==> src/rtl/riscv_pkg.sv <==
// Shared RV32M divider definitions: funct3 encodings, FSM state type and default width.
package riscv_pkg;

  localparam int DEFAULT_XLEN = 32;

  localparam logic [2:0] F3_DIV  = 3'b100;
  localparam logic [2:0] F3_DIVU = 3'b101;
  localparam logic [2:0] F3_REM  = 3'b110;
  localparam logic [2:0] F3_REMU = 3'b111;

  typedef enum logic [1:0] {IDLE, CALC, FIN} div_state_t;

endpackage

==> src/rtl/int_div_unit.sv <==
// Iterative restoring divider for DIV/DIVU/REM/REMU: one quotient bit per cycle,
// with divide-by-zero and signed overflow resolved in a single cycle.
module int_div_unit
  import riscv_pkg::*;
#(
  parameter int XLEN = DEFAULT_XLEN
) (
  input  logic            clk,
  input  logic            rst_n,
  input  logic            start,
  input  logic [2:0]      funct3,
  input  logic [XLEN-1:0] dividend,
  input  logic [XLEN-1:0] divisor,
  input  logic            flush,
  output logic            busy,
  output logic            done,
  output logic [XLEN-1:0] result
);

  localparam int CW = $clog2(XLEN);
  localparam logic [CW-1:0]   CNT_INIT = CW'(XLEN - 1);
  localparam logic [XLEN-1:0] MIN_NEG  = {1'b1, {(XLEN-1){1'b0}}};

  div_state_t      state_q;
  logic            busy_q, done_q;
  logic [XLEN-1:0] result_q, quo_q, rem_q, dvsr_q;
  logic [CW-1:0]   count_q;
  logic            rem_op_q, quo_neg_q, rem_neg_q;

  logic            is_signed, is_rem, a_neg, b_neg, div_zero, overflow;
  logic [XLEN-1:0] a_mag, b_mag, special_res;

  // funct3[2]=0 falls through as an unsigned quotient request.
  assign is_signed   = funct3[2] & ~funct3[0];
  assign is_rem      = funct3[2] & funct3[1];
  assign a_neg       = is_signed & dividend[XLEN-1];
  assign b_neg       = is_signed & divisor[XLEN-1];
  assign a_mag       = a_neg ? -dividend : dividend;
  assign b_mag       = b_neg ? -divisor : divisor;
  assign div_zero    = (divisor == '0);
  assign overflow    = is_signed && (dividend == MIN_NEG) && (divisor == '1);
  assign special_res = div_zero ? (is_rem ? dividend : '1) : (is_rem ? '0 : dividend);

  logic [XLEN:0]   shifted, diff;
  logic [XLEN-1:0] quo_d, rem_d, q_fin, r_fin;

  // The XLEN+1-bit difference carries the sign used to decide restore vs keep.
  always_comb begin
    shifted = {rem_q, quo_q[XLEN-1]};
    diff    = shifted - {1'b0, dvsr_q};
    rem_d   = diff[XLEN] ? shifted[XLEN-1:0] : diff[XLEN-1:0];
    quo_d   = {quo_q[XLEN-2:0], ~diff[XLEN]};
    q_fin   = quo_neg_q ? -quo_d : quo_d;
    r_fin   = rem_neg_q ? -rem_d : rem_d;
  end

  always_ff @(posedge clk or negedge rst_n) begin
    if (!rst_n) begin
      state_q   <= IDLE;
      busy_q    <= 1'b0;
      done_q    <= 1'b0;
      result_q  <= '0;
      quo_q     <= '0;
      rem_q     <= '0;
      dvsr_q    <= '0;
      count_q   <= '0;
      rem_op_q  <= 1'b0;
      quo_neg_q <= 1'b0;
      rem_neg_q <= 1'b0;
    end else begin
      done_q <= 1'b0;
      if (flush) begin
        state_q <= IDLE;
        busy_q  <= 1'b0;
      end else begin
        case (state_q)
          CALC: begin
            quo_q   <= quo_d;
            rem_q   <= rem_d;
            count_q <= count_q - 1'b1;
            if (count_q == '0) begin
              state_q  <= FIN;
              busy_q   <= 1'b0;
              done_q   <= 1'b1;
              result_q <= rem_op_q ? r_fin : q_fin;
            end
          end
          default: begin
            // IDLE and FIN both accept; FIN accepting gives back-to-back issue.
            if (start) begin
              rem_op_q  <= is_rem;
              quo_neg_q <= a_neg ^ b_neg;
              rem_neg_q <= a_neg;
              if (div_zero || overflow) begin
                state_q  <= FIN;
                done_q   <= 1'b1;
                result_q <= special_res;
              end else begin
                state_q <= CALC;
                busy_q  <= 1'b1;
                quo_q   <= a_mag;
                rem_q   <= '0;
                dvsr_q  <= b_mag;
                count_q <= CNT_INIT;
              end
            end else begin
              state_q <= IDLE;
            end
          end
        endcase
      end
    end
  end

  assign busy   = busy_q;
  assign done   = done_q;
  assign result = result_q;

endmodule

==> config.mk <==
export PLATFORM = sky130hd
export DESIGN_NAME = int_div_unit
export DESIGN_NICKNAME = d
export VERILOG_FILES = /design/src/rtl/riscv_pkg.sv /design/src/rtl/int_div_unit.sv
export SDC_FILE = /design/constraint.sdc
export NUM_CORES = 1
export LEC_CHECK = 0
export ABC_AREA = 0
export CAP_MARGIN = 30
export CORE_ASPECT_RATIO = 0.5
export CORE_MARGIN = 4
export CORE_UTILIZATION = 55
export CTS_BUF_LIST = sky130_fd_sc_hd__clkbuf_4
export CTS_CLUSTER_SIZE = 14
export DETAILED_ROUTE_END_ITERATION = 12
export PLACE_DENSITY = 0.76
export SLEW_MARGIN = 10
export SYNTH_ARGS = -nofsm -noshare
export SYNTH_HDL_FRONTEND = slang
export SYNTH_SLANG_ARGS = --single-unit
==> constraint.sdc <==
create_clock -name clk -period 4.8 [get_ports clk]
set_input_delay 1.44 -clock clk [delete_from_list [all_inputs] [get_ports clk]]
set_output_delay 1.44 -clock clk [all_outputs]
set_load 0.01 [all_outputs]
==> results.toml, run 1 <==
[pwr]
power.share.combinational_pct = 41.6
power_density_nw_per_um2 = 269
p_switching_w = 0.00159
intPower_w = 0.00228
ir_worst_vdd_mv = 0.140
switching_share_pct = 41.2
pwr-share-clk_pct = 20.5
power_frac_seq_pct = 37.8
total_leakage_power_nw = 5.94

[timing]
maxSlewHeadroom_pct = 32.9
finalCriticalPeriod_ps = 4830
fin_tns_setup_ps = -34.7
hold_violations = 0
setup_violations = 1
finalWorstSetupSlack_ps = -34.7
finalCritPeriodShare_pct = 101
worstMarginPinSlew_ps = 1010
finalMaxSlewViolations = 0
fin_skew_ps = 29.0
rsz0062_at_grt = "true"
fmax_mhz = 207

[placement]
hpwl_um = 29300
dp_worst_setup_slack_ps = -166
gp_congestion = 1.00
place_area_um2 = 13600
port_buffers = 104

[critical_path]
required_ps = 5310
cp.arrival_ps = 5350
rr_worst_depth = 22
crit_type = "register to register"
worst_path_max_delay_cell = "a2111oi_4"
cpPeakStageDelay_ps = 480
rrSetupSlack_ps = -30
reg2reg_from = "dvsr_q[0]$_DFFE_PN0P_"
critical_path.top_delay_family = "compound AO/OA/AOI/OAI gates"
crit_buf_inv = 2
reg2reg_to = "result[30]$_DFFE_PN0P_"
start_kind = "register"
end_kind = "register"
path_max_fanout = 6
cp_cell_sequence = "ha_4 -> fa_2 -> nand2b_4 -> a21oi_4 -> o21ai_4 -> a2111oi_4 -> nor3_4 -> nor2_4 -> inv_4 -> buf_6 -> a21oi_4 -> ha_4 -> nand2_2 -> nor2_2 -> nand3b_1 -> a2111oi_4 -> a41oi_2 -> nor4_2 -> nand2_1 -> o41ai_2 -> xnor2_1 -> o22ai_1"

[clock_network]
ctsHoldBuffers = 0
cts_made_buffers = 17
clockBufferDepth = 2
clockRootBuffer = "clkbuf_4"
clk_latency_ps = 620
cts_sinks = 140
clkSlewWorstSetupHoldPaths_ps = 140
h-tree-depth = 4
cts_tree = "yes"

[synth]
seq_area_frac_synth_pct = 30.0
ys_ff_latch = 140
synth-warning-count = 0
synth_xor_area_share_pct = 10.4
synth_most_common_cell = "nand2_1"
ys_types = 85
synth_nets = 1631
yosysTopAreaCellShare_pct = 30.0
synth-simple-area-share_pct = 20.7
synth_top_flop_cell = "dfrtp_1"
syn-cell-area_um2 = 11700
ys_top_cells_by_count = "nand2_1 (196), o21ai_0 (157), dfrtp_1 (140)"
synth.area.top_cells = "dfrtp_1 (30%), o21ai_0 (6.7%), nand2_1 (6.3%), a21oi_1 (5.9%), xor2_1 (5.3%)"
yosysTopAreaCell = "dfrtp_1"
synth_edf_count = 0
syn-instance-count = 1520
synthAdderAreaFrac_pct = 4.35
synth_top_family_by_area = "compound AO/OA/AOI/OAI gates"
muxShareOfSynthArea_pct = 2.67
synth_area_per_cell_um2 = 7.68
synthArstFlopShare_pct = 100
synth-compound-area-share_pct = 26.8

[drt]
dr.pass1.iters = 6
vias_per_cell = 6.30
drc = 0
drt_iter0_drc = 1689
vias = 12340
routed_wl_um = 39100
ant_nets = 0
wl_per_cell_um = 20.0

[global_routing]
grt_max_degree = 97
grt_pass1_wl_um = 61400
antenna_found_initial = 1
grt_pass1_vias = 11171
grtUsageTotal_pct = 32.2
gr-total-overflow = 0

[hold_path]
whs_endpoint = "result[14]$_DFFE_PN0P_"
hold_start = "result[14]$_DFFE_PN0P_"
hold_depth = 2
hold_path.class = "register to register"

[status]
status = "finished, violations left"
violations = "negative setup slack"

[die]
initial_core_util_pct = 56.4
die-area_um2 = 23800
coreArea_um2 = 20700
fp.dieW_um = 214
top_level_ports = 105
row_count = 37
die_y_um = 111

[layout]
finalInstanceArea_um2 = 14400
final_util_pct = 69.4
filler_cell_count = 1714
nNetsFinal = 1783
area_growth_pct = 23.2
layout-drive-gt1-share_pct = 14.2

[run]
maxCapViolCount = 0
[worst min-delay path: cells and delay by family, from the launching register on]
family	cells	cell delay, ps
AO/OA/AOI/OAI	1	60
flip-flops	1	360
AND/OR/NAND/NOR	1	50
[area by class of cell]
| cell class | instances | area [um2] | area share [%] |
|---|---|---|---|
| clock buffer | 17 | 128 | 0.888 |
| tap | 273 | 342 | 2.38 |
| antenna | 1 | 2.50 | 0.0174 |
| inverter | 59 | 224 | 1.56 |
| multi-input combinational | 1229 | 7970 | 55.5 |
| clock inverter | 15 | 149 | 1.04 |
| sequential | 140 | 3510 | 24.4 |
| timing repair buffer | 225 | 2040 | 14.2 |
[stage by stage]
step	cells	hold WS [ps]	power (W)
2_1_floorplan	1520	454	0.00240
3_3_place_gp	1908	476	0.00290
3_5_place_dp	1909	477	0.00293
4_1_cts	1942	505	0.00374
5_1_grt	1959	546	0.00411
6_report	1959	503	0.00387
[worst max-delay path by stage]
stage	from	to	slack (ps)	cells past startpoint
2_1_floorplan	quo_q[31]$_DFFE_PN0P_	result[28]$_DFFE_PN0P_	1	23
3_3_place_gp	rem_q[24]$_DFFE_PN0P_	result[30]$_DFFE_PN0P_	100	22
3_5_place_dp	quo_q[31]$_DFFE_PN0P_	result[30]$_DFFE_PN0P_	-170	24
4_1_cts	quo_q[31]$_DFFE_PN0P_	result[26]$_DFFE_PN0P_	60	22
5_1_grt	dvsr_q[0]$_DFFE_PN0P_	result[30]$_DFFE_PN0P_	-210	22
6_report	dvsr_q[0]$_DFFE_PN0P_	result[30]$_DFFE_PN0P_	-30	22
[power groups by stage]
stage          Sequential [W]  Combinational [W]  Clock, W
2_1_floorplan         0.00143           0.000971         0
3_3_place_gp          0.00148            0.00142         0
3_5_place_dp          0.00148            0.00145         0
4_1_cts               0.00146            0.00147  0.000805
5_1_grt               0.00148            0.00177  0.000866
6_report              0.00146            0.00161  0.000794
[state kept, by name, indices dropped and copies added (netlist names)]
name       cells
busy           1
count_q        5
done           1
dvsr_q        32
quo_neg_q      1
quo_q         32
rem_neg_q      1
rem_op_q       1
rem_q         32
result        32
state_q        2
[cell families (layout without fill, tap and decap cells)]
family          count (synthesis)  in the layout
compound gates                504            504
xor+xnor                      139            139
fa+ha+maj                      40             40
buf+inv                       151            316
flops                         140            140
mux                            30             30
other cells                     0              1
simple gates                  516            516
[timing repair]
item,4_1_cts,5_1_grt
pin swaps,4,33
resized for setup,6,53
setup buffers,1,15
setup endpoints to repair,7,12
[placed cells by master, fill, tap and decap left out, types with 6 or more instances in the layout]
cell and n:
a211oi_1 11, a21o_1 17, a21oi_1 131, a21oi_2 6, a31oi_1 16, and2_1 13, and3_1 9, buf_4 114
clkbuf_4 17, clkdlybuf4s50_1 103, dfrtp_1 132, dfrtp_2 8, ha_1 27, ha_4 10, inv_1 57, mux2i_1 24
nand2_1 191, nand2b_1 18, nand3_1 21, nand4_1 14, nor2_1 120, nor2b_1 8, nor3_1 40, nor4_1 17
o211ai_1 26, o21a_1 7, o21ai_0 154, o221ai_1 7, o22ai_1 29, o31ai_1 23, o41ai_1 12, or2_2 7
or3_1 16, or4_1 9, xnor2_1 68, xor2_1 69
[metal layers]
layer | wire, um | part of all wire, % | track usage [%]
met5 | 0 | 0 | 0
met4 | 578 | 1.5 | 7.16
met3 | 4270 | 11 | 7.94
met2 | 16300 | 42 | 45.9
met1 | 17900 | 46 | 49.0
Note: power is estimated with default switching activity, not from simulation.
==> run 2: changes to the inputs <==
CTS_CLUSTER_DIAMETER = 80   (was not set)
==> results of run 2 <==
Final layout, timing and power as in run 1 (identical DEF).
